**src/rtl/id_ex_stage_pkg.sv**
```systemverilog
// Shared definitions for the ID/EX pipeline register: default widths,
// control-bundle bit positions and ALU operation encodings.
package id_ex_stage_pkg;

    localparam int DEF_DATA_W = 32;
    localparam int DEF_ADDR_W = 5;
    localparam int CTRL_W     = 8;
    localparam int IMM_W      = 16;

    localparam int CTRL_REG_WRITE = 0;
    localparam int CTRL_MEM_READ  = 1;
    localparam int CTRL_MEM_WRITE = 2;
    localparam int CTRL_ALU_SRC   = 3;
    localparam int CTRL_REG_DST   = 4;
    localparam int CTRL_ZERO_EXT  = 5;
    localparam int CTRL_ALU_OP_LO = 6;
    localparam int CTRL_ALU_OP_HI = 7;

    typedef enum logic [1:0] {
        ALU_ADD   = 2'b00,
        ALU_SUB   = 2'b01,
        ALU_RTYPE = 2'b10,
        ALU_LOGIC = 2'b11
    } alu_op_e;

endpackage

```
**src/rtl/id_ex_stage_fwd_mux.sv**
```systemverilog
// Operand bypass selector: register 0 reads as zero, the younger EX/MEM
// result wins over the writeback bus, otherwise the register-bank data.
module fwd_mux #(
    parameter int DATA_W = 32,
    parameter int ADDR_W = 5
) (
    input  logic [ADDR_W-1:0] i_src_addr,
    input  logic [DATA_W-1:0] i_rf_data,
    input  logic              i_exm_we,
    input  logic [ADDR_W-1:0] i_exm_addr,
    input  logic [DATA_W-1:0] i_exm_data,
    input  logic              i_wb_we,
    input  logic [ADDR_W-1:0] i_wb_addr,
    input  logic [DATA_W-1:0] i_wb_data,
    output logic [DATA_W-1:0] o_data
);

    always_comb begin
        o_data = i_rf_data;
        if (i_src_addr == '0)
            o_data = '0;
        else if (i_exm_we && (i_exm_addr == i_src_addr))
            o_data = i_exm_data;
        else if (i_wb_we && (i_wb_addr == i_src_addr))
            o_data = i_wb_data;
    end

endmodule

```
**src/rtl/id_ex_stage.sv**
```systemverilog
// ID/EX pipeline register with operand bypass, flush/stall handling and a
// saturating bubble counter. Define ID_EX_FWD_EN to enable exm/wb bypassing.
module id_ex_stage
    import id_ex_stage_pkg::*;
#(
    parameter int DATA_W = DEF_DATA_W,
    parameter int ADDR_W = DEF_ADDR_W
) (
    input  logic              clk,
    input  logic              reset,
    input  logic              id_valid,
    input  logic [DATA_W-1:0] id_pc,
    input  logic [ADDR_W-1:0] id_rs,
    input  logic [ADDR_W-1:0] id_rt,
    input  logic [ADDR_W-1:0] id_rd,
    input  logic [IMM_W-1:0]  id_imm,
    input  logic [CTRL_W-1:0] id_ctrl,
    input  logic [DATA_W-1:0] rf_data_a,
    input  logic [DATA_W-1:0] rf_data_b,
    input  logic              wb_we,
    input  logic [ADDR_W-1:0] wb_addr,
    input  logic [DATA_W-1:0] wb_data,
    input  logic              exm_we,
    input  logic [ADDR_W-1:0] exm_addr,
    input  logic [DATA_W-1:0] exm_data,
    input  logic              stall,
    input  logic              flush,
    output logic              ex_valid,
    output logic [DATA_W-1:0] ex_pc,
    output logic [DATA_W-1:0] ex_op_a,
    output logic [DATA_W-1:0] ex_op_b,
    output logic [DATA_W-1:0] ex_imm,
    output logic [ADDR_W-1:0] ex_dest,
    output logic [ADDR_W-1:0] ex_rs,
    output logic [ADDR_W-1:0] ex_rt,
    output logic [CTRL_W-1:0] ex_ctrl,
    output logic [15:0]       bubble_cnt
);

    logic              w_exm_we;
    logic              w_wb_we;
    logic [DATA_W-1:0] w_op_a;
    logic [DATA_W-1:0] w_op_b;
    logic [DATA_W-1:0] w_imm;
    logic [ADDR_W-1:0] w_dest;
    logic [15:0]       w_bubble_next;
    logic              w_refresh_a;
    logic              w_refresh_b;

    logic              r_valid;
    logic [DATA_W-1:0] r_pc;
    logic [DATA_W-1:0] r_op_a;
    logic [DATA_W-1:0] r_op_b;
    logic [DATA_W-1:0] r_imm;
    logic [ADDR_W-1:0] r_dest;
    logic [ADDR_W-1:0] r_rs;
    logic [ADDR_W-1:0] r_rt;
    logic [CTRL_W-1:0] r_ctrl;
    logic [15:0]       r_bubble_cnt;

    // Without bypassing the write enables are tied off, which also disables hold-refresh.
`ifdef ID_EX_FWD_EN
    assign w_exm_we = exm_we;
    assign w_wb_we  = wb_we;
`else
    logic w_unused_we;
    assign w_exm_we    = 1'b0;
    assign w_wb_we     = 1'b0;
    assign w_unused_we = exm_we ^ wb_we;
`endif

    fwd_mux #(.DATA_W(DATA_W), .ADDR_W(ADDR_W)) u_fwd_a (
        .i_src_addr (id_rs),
        .i_rf_data  (rf_data_a),
        .i_exm_we   (w_exm_we),
        .i_exm_addr (exm_addr),
        .i_exm_data (exm_data),
        .i_wb_we    (w_wb_we),
        .i_wb_addr  (wb_addr),
        .i_wb_data  (wb_data),
        .o_data     (w_op_a)
    );

    fwd_mux #(.DATA_W(DATA_W), .ADDR_W(ADDR_W)) u_fwd_b (
        .i_src_addr (id_rt),
        .i_rf_data  (rf_data_b),
        .i_exm_we   (w_exm_we),
        .i_exm_addr (exm_addr),
        .i_exm_data (exm_data),
        .i_wb_we    (w_wb_we),
        .i_wb_addr  (wb_addr),
        .i_wb_data  (wb_data),
        .o_data     (w_op_b)
    );

    assign w_imm = id_ctrl[CTRL_ZERO_EXT] ? {{(DATA_W-IMM_W){1'b0}}, id_imm}
                                          : {{(DATA_W-IMM_W){id_imm[IMM_W-1]}}, id_imm};
    assign w_dest = id_ctrl[CTRL_REG_WRITE] ? (id_ctrl[CTRL_REG_DST] ? id_rd : id_rt) : '0;
    assign w_bubble_next = (r_bubble_cnt == 16'hFFFF) ? r_bubble_cnt : r_bubble_cnt + 16'd1;

    // A held instruction must not miss a result retiring while it waits.
    assign w_refresh_a = w_wb_we && (r_rs != '0) && (wb_addr == r_rs);
    assign w_refresh_b = w_wb_we && (r_rt != '0) && (wb_addr == r_rt);

    always_ff @(posedge clk) begin
        if (reset) begin
            r_valid      <= 1'b0;
            r_pc         <= '0;
            r_op_a       <= '0;
            r_op_b       <= '0;
            r_imm        <= '0;
            r_dest       <= '0;
            r_rs         <= '0;
            r_rt         <= '0;
            r_ctrl       <= '0;
            r_bubble_cnt <= '0;
        end else if (flush) begin
            r_valid      <= 1'b0;
            r_ctrl       <= '0;
            r_dest       <= '0;
            r_bubble_cnt <= w_bubble_next;
        end else if (stall) begin
            if (w_refresh_a)
                r_op_a <= wb_data;
            if (w_refresh_b)
                r_op_b <= wb_data;
        end else begin
            r_valid <= id_valid;
            r_pc    <= id_pc;
            r_op_a  <= w_op_a;
            r_op_b  <= w_op_b;
            r_imm   <= w_imm;
            r_dest  <= w_dest;
            r_rs    <= id_rs;
            r_rt    <= id_rt;
            r_ctrl  <= id_valid ? id_ctrl : '0;
            if (!id_valid)
                r_bubble_cnt <= w_bubble_next;
        end
    end

    assign ex_valid   = r_valid;
    assign ex_pc      = r_pc;
    assign ex_op_a    = r_op_a;
    assign ex_op_b    = r_op_b;
    assign ex_imm     = r_imm;
    assign ex_dest    = r_dest;
    assign ex_rs      = r_rs;
    assign ex_rt      = r_rt;
    assign ex_ctrl    = r_ctrl;
    assign bubble_cnt = r_bubble_cnt;

endmodule

```
**config.mk**
```make
export PLATFORM = sky130hd
export DESIGN_NAME = id_ex_stage
export DESIGN_NICKNAME = d
export VERILOG_FILES = /design/src/rtl/id_ex_stage_pkg.sv /design/src/rtl/id_ex_stage_fwd_mux.sv /design/src/rtl/id_ex_stage.sv
export SDC_FILE = /design/constraint.sdc
export NUM_CORES = 1
export LEC_CHECK = 0
export CAP_MARGIN = 5
export CORE_AREA = 4 4 149 151
export CTS_BUF_LIST = sky130_fd_sc_hd__clkbuf_8
export DETAILED_ROUTE_END_ITERATION = 16
export DIE_AREA = 0 0 153 155
export PLACE_DENSITY = 0.67
export SETUP_SLACK_MARGIN = 0.4
export SYNTH_ARGS = -nofsm -noshare
export SYNTH_HDL_FRONTEND = slang
export SYNTH_SLANG_ARGS = --single-unit
```
**constraint.sdc**
```tcl
create_clock -name clk -period 5.3 [get_ports clk]
set_input_delay 0.53 -clock clk [delete_from_list [all_inputs] [get_ports clk]]
set_output_delay 0.53 -clock clk [all_outputs]
set_load 0.01 [all_outputs]
```
==> flow_summary.yaml <==
place:
  hpwlAfterDp_um: 13610
  placedCellCount: 1169
  gp_congestion: 0.7986
  place.port_buffers: 307
power:
  combPwrFrac_pct: 14.6
  cellInternalPower_mw: 1.855
  switching_share_pct: 26.56
  netSwitchingPower_mw: 0.6708
  leakage_nw: 3.264
  powerDensity_nw_per_um2: 274.5
  pwr-share-seq_pct: 48.4
  worst_ir_drop_vdd_v: 0.0001190
  p_clk_share_pct: 37.0
timing:
  fin_setup_tns_ns: 0
  finalSetupViolations: 0
  hold_viol: 0
  fin_crit_sh_pct: 53.09
  rsz0062_at_grt: "no"
  max_slew_margin_pct: 29.63
  clock_skew_ns: 0.01704
  worst_pin_slew_ns: 1.056
  worst_hold_slack_ns: 0.4541
  fin_crit_ns: 2.814
  fmax_mhz: 355.4
  maxSlewViolCount: 0
yosys:
  synthesis.area_sq_um: 5635
  synth_area_leader_cell: "dfxtp_1"
  synth_cell_types: 35
  syn_avg_cell_area_sq_um: 8.710
  syn-num-nets: 864
  yosysTopAreaCellShare_pct: 54.35
  synth-seq-area-share_pct: 54.35
  synth_area_leaders: "dfxtp_1, a22oi_1, nand2_1"
  ys_warn_count: 0
  ys_seq_elements: 153
  syn_inst: 647
setup_path:
  r2r_slack_ns: 3.25
  crit_path_start: "stall"
  r2r-end: "bubble_cnt[0]"
  r2r_start: "bubble_cnt[0]"
  cp-endpoint: "ex_op_a[24]"
  end_kind: "flop"
  cp.required_ns: 5.60
  critPathMaxFanout: 83
  crit_type: "in -> reg"
  cp-start-kind: "input pin"
  reg2regPathDepth: 5
  worstPathArrival_ns: 3.12
grt:
  grt_pass1_vias: 5393
  grt_pass1_wl_um: 29670
  grt_max_degree: 85
  antenna_found_initial: 1
  overflow: 0
  groute.usage.overall_pct: 15.60
job:
  drv_cap: 0
clock_network:
  cts_buffers: 17
  clock-root-buffer: "clkbuf_8"
  cts.clk_slew.worst_paths_ns: 0.09
  clock_latency_ns: 0.44
  htreeDepth: 4
  cts_hold_buf: 0
  postCtsResizedCells: 0
  clockBufferDepth: 2
  cts_setup_buffers: 0
  clkSinkCount: 153
  cts_tree: "yes"
layout:
  multi_input_area_sq_um: 2245
  fillers: 2097
  ff_latch_area_sq_um: 3063
  layout-drive-gt1-share_pct: 6.156
  post-route-util_pct: 44.18
  fin_nets: 1130
  area_growth_pct: 63.23
  final_common_cell: "clkdlybuf4s50_1"
  layout_common_cells: "clkdlybuf4s50_1, dfxtp_1, nand2_1, nor2_1, a22oi_1"
  stdcell_count: 1203
route:
  drc: 0
  vias_per_cell: 4.597
  drt_iter0_drc: 253
  ant_nets: 0
  wl_per_cell_um: 16.11
  finalWirelength_um: 19390
  via_count: 5530
  detail_route.first_pass.iterations: 4
die:
  io_pins: 384
  initial_core_util_pct: 27.06
  die_y_um: 155
  die_area_sq_um: 23720
  die_x_um: 153
  core-area_sq_um: 20820
  rows: 53
run_status:
  status: "finished, final reports clean"
min_path:
  min_path_type: "reg -> reg"
==> state kept, by name, indices dropped and copies added, names as in the netlist <==
signal      cells
ex_op_a        32
ex_op_b        32
ex_pc          32
ex_imm         17
bubble_cnt     16
ex_ctrl         8
ex_dest         5
ex_rs           5
ex_rt           5
ex_valid        1
==> cell usage after synthesis, drive strengths merged <==
library cell and instances:
a2111oi 1, a211oi 6, a21boi 1, a21oi 69, a22oi 77, and3 1
buf 31, clkbuf 35, dfxtp 153, ha 1, inv 4, mux2 10
mux2i 1, nand2 124, nand2b 1, nand3 5, nand3b 1, nand4 2
nor2 88, nor2b 7, nor3 6, nor4b 1, o2111ai 1, o211a 1
o21a 1, o21ai 2, o21bai 1, o31ai 3, o41ai 2, or2 4
or4 7
==> cell type report <==
class                           count  share of cell area [%]
Antenna cell                        2                 0.05441
Clock buffer                       18                   2.693
Clock inverter                     14                   1.782
Inverter                            4                  0.1632
Multi-Input combinational cell    424                   24.40
Sequential cell                   153                   33.30
Tap cell                          275                   3.740
Timing Repair Buffer              313                   33.87
==> power by group through the flow <==
stage                     logic [mW]  registers, mW  clock network [mW]
after CTS                      0.376           1.22               0.985
after global placement         0.373           1.25                   0
after detailed placement       0.374           1.25                   0
final                          0.370           1.22               0.934
after floorplan                0.118           1.27                   0
after global routing           0.400           1.23                1.03
==> per-layer routing <==
metal / up-vias / wire (um) / GRT usage, %
met5: - / 0 / 0
met4: 0 / 360 / 5.134
met3: 18 / 1627 / 6.287
met2: 205 / 9001 / 24.55
met1: 2566 / 8397 / 19.61
li1: 2741 / - / -
==> per-stage QoR <==
step | setup slack, ns | power [mW] | area [sq um]
global route | 2.354 | 2.657 | 9194
finish | 2.486 | 2.525 | 9199
detailed placement | 2.046 | 1.623 | 8782
floorplan | 3.373 | 1.386 | 5635
CTS | 2.545 | 2.583 | 9194
global placement | 2.007 | 1.619 | 8782
==> how the worst min path moves through the flow <==
stage	start	endpoint	slack (ns)	depth (start not counted)
finish	ex_rs[3]	ex_rs[3]	0.45	2
global route	ex_pc[6]	ex_pc[6]	0.47	2
CTS	ex_rs[3]	ex_rs[3]	0.46	2
detailed placement	ex_imm[11]	ex_imm[11]	0.45	2
global placement	ex_pc[29]	ex_pc[29]	0.44	2
floorplan	ex_imm[0]	ex_imm[0]	0.48	2
==> logic make-up after synthesis <==
kind of cell | share of synthesized area (%)
mux | 2.176
flops | 54.35
fa+ha+maj | 0.2220
simple gates | 18.10
compound gates | 19.03
buf+inv | 6.128
==> worst max-delay path: stages <==
cell and delay (ns):
clkdlybuf4s50_1 0.98, or2_4 0.90, a21oi_2 0.03, buf_4 0.29, a22oi_1 0.20, nor2_1 0.06
(Power assumes the default switching activity.)
==> RTL change: new RTL, same flow settings <==
The package constant `DEF_ADDR_W` goes from 5 to 7.
--- a/src/rtl/id_ex_stage_pkg.sv
+++ b/src/rtl/id_ex_stage_pkg.sv
@@ -3,7 +3,7 @@
 package id_ex_stage_pkg;
 
     localparam int DEF_DATA_W = 32;
-    localparam int DEF_ADDR_W = 5;
+    localparam int DEF_ADDR_W = 7;
     localparam int CTRL_W     = 8;
     localparam int IMM_W      = 16;
 
Ports: changed (8 resized); port bits go from 384 to 400. The function was not compared with the original's and may differ.
==> RTL change against the original RTL <==
  * Combinational power is 4% higher
  * Sequential cell count rose by 6
  * Wire length grew 1.1%
  * Worst setup slack got worse by 0.032 ns
  * Critical path depth fell by 1
  * Design area grew 4.2%
  * Count of clock-buffer cells in the layout down 1
  * Power grew 5.8%
  * Final cell count up 3.0%
  * Synthesized area increased by 3.7%
  * Sequential power up 4%
  * Via count up 5.8%
==> RTL change: results (changes against the original RTL) <==
* Status: complete, no violations
* Via/cell ratio at 4.72 (+2.7%)
* Mux contribution to synthesized area at 0.0210 (-0.000782)
* Worst Hold Slack at 0.457 ns (+0.00252 ns)
* HPWL Detailed at 13800 µm (+1.3%)
* Setup Skew at 0.0103 ns (-0.00670 ns)
* Area of the multi-input gates at 2370 µm² (+5.5%)
* Net Count, Synth at 898 (+3.9%)
* Routed len/inst at 15.8 µm (-1.8%)
* Worst R2R Setup Slack at 3.38 ns (+0.13 ns)
* Worst hold path endpoint: ex_rs[4]
* Seq cells post-synth at 159 (+3.9%)
* First-pass GRT wire length at 30300 µm (+2.3%)
* GPL Wtd Cong at 0.795 (-0.41%)
* Signal buffers at 325 (+3.8%)
* Synth Area in Adders at 0.00214 (-0.0000798)
* Post-synth top cells: 159 x dfxtp_1, 135 x nand2_1, 87 x nor2_1, 79 x a22oi_1, 75 x a21oi_1
* Critical R2R Capture: bubble_cnt[12]
* Largest net degree at the start of global routing at 83 (-2.4%)
* Synth cell types at 40 (+14%)
* Total GRT Usage at 0.158 (+0.00209)
* Clock-cell share of area at 0.0463 (+0.00159)
* CP Data Arrival Time at 3.18 ns (+0.06 ns)
* Clock buffer count at 17 (-1)
* #MultiIn Comb at 445 (+5.0%)
* IO buf count at 319 (+3.9%)
* Synth area leaders: dfxtp_1 54%, a22oi_1 10%, nand2_1 8.7%
* Iter 0 DRT Violations at 214 (-15%)
* Final setup violation count at 0 (unchanged)
* Vias at 5852 (+5.8%)
* Vias in the first global route at 5547 (+2.9%)
* Sw Ratio at 0.256 (-0.00964)
* Share of layout cells above drive strength 1 at 0.0591 (-0.00243)
* Register area at 3180 µm² (+3.9%)
* Static leakage at 3.40 nW (+4.2%)
* Cells after synthesis at 671 (+3.7%)
* Synth Area in Compound Gates at 0.191 (+0.000435)
* Antenna violations before repair at 0 (-1)
* Sequential-to-total area share from yosys stat at 0.545 (+0.00100)
* Inverter count at 3 (-1)
* Nets at 1178 (+4.2%)
* Final-layout fill cell count at 2061 (-1.7%)
* Slew margin rel. at 0.287 (-0.00968)
* Antenna fix cells at 0 (-2)
* Crit-path max cell delay at 0.85 ns (-0.13 ns)
* Max IR drop VDD at 0.148 mV (+25%)
* CP Max Fanout at 21 (-75%)
==> RTL change: stage by stage <==
stage / setup slack [ns] / utilization / cell area, µm²
finish: 2.45 / 0.460 / 9590
global placement: 2.05 / 0.439 / 9140
CTS: 2.54 / 0.460 / 9590
floorplan: 3.51 / - / 5850
global route: 2.32 / 0.460 / 9590
detailed placement: 2.03 / 0.439 / 9140
==> RTL change: power by group through the flow <==
stage                     registers [W]  logic (W)  clock network (W)
after detailed placement        0.00130   0.000389                  0
final                           0.00127   0.000385            0.00102
after CTS                       0.00127   0.000391            0.00106
after floorplan                 0.00132   0.000121                  0
after global routing            0.00128   0.000416            0.00110
after global placement          0.00129   0.000387                  0
==> RTL change: layer usage <==
layer	part of all wire	up-vias	GRT usage
met5	0	-	0
met4	0.016	0	0.0509
met3	0.084	17	0.0587
met2	0.47	233	0.254
met1	0.43	2742	0.198
li1	-	2860	-
==> RTL change: how the worst max path moves through the flow <==
stage | from | endpoint | slack, ns | depth (start not counted)
after floorplan | stall | bubble_cnt[13] | 3.51 | 4
after global placement | stall | bubble_cnt[13] | 2.05 | 5
after detailed placement | stall | bubble_cnt[13] | 2.03 | 5
after CTS | stall | bubble_cnt[13] | 2.54 | 5
after global routing | stall | ex_imm[11] | 2.32 | 5
final | stall | bubble_cnt[13] | 2.45 | 5
==> RTL change: cell families after synthesis <==
family | count (synthesis)
AO/OA/AOI/OAI | 173
multiplexers | 11
adder cells (fa/ha/maj) | 1
flip-flops | 159
buffers and inverters | 67
AND/OR/NAND/NOR | 260
==> RTL change: worst register-to-register path, cell delays in order, from the launching register on <==
cell and delay, ns:
dfxtp_1 0.42, ha_1 0.21, nand2_1 0.13, or4b_4 0.61, o311ai_1 0.29, o41ai_1 0.11
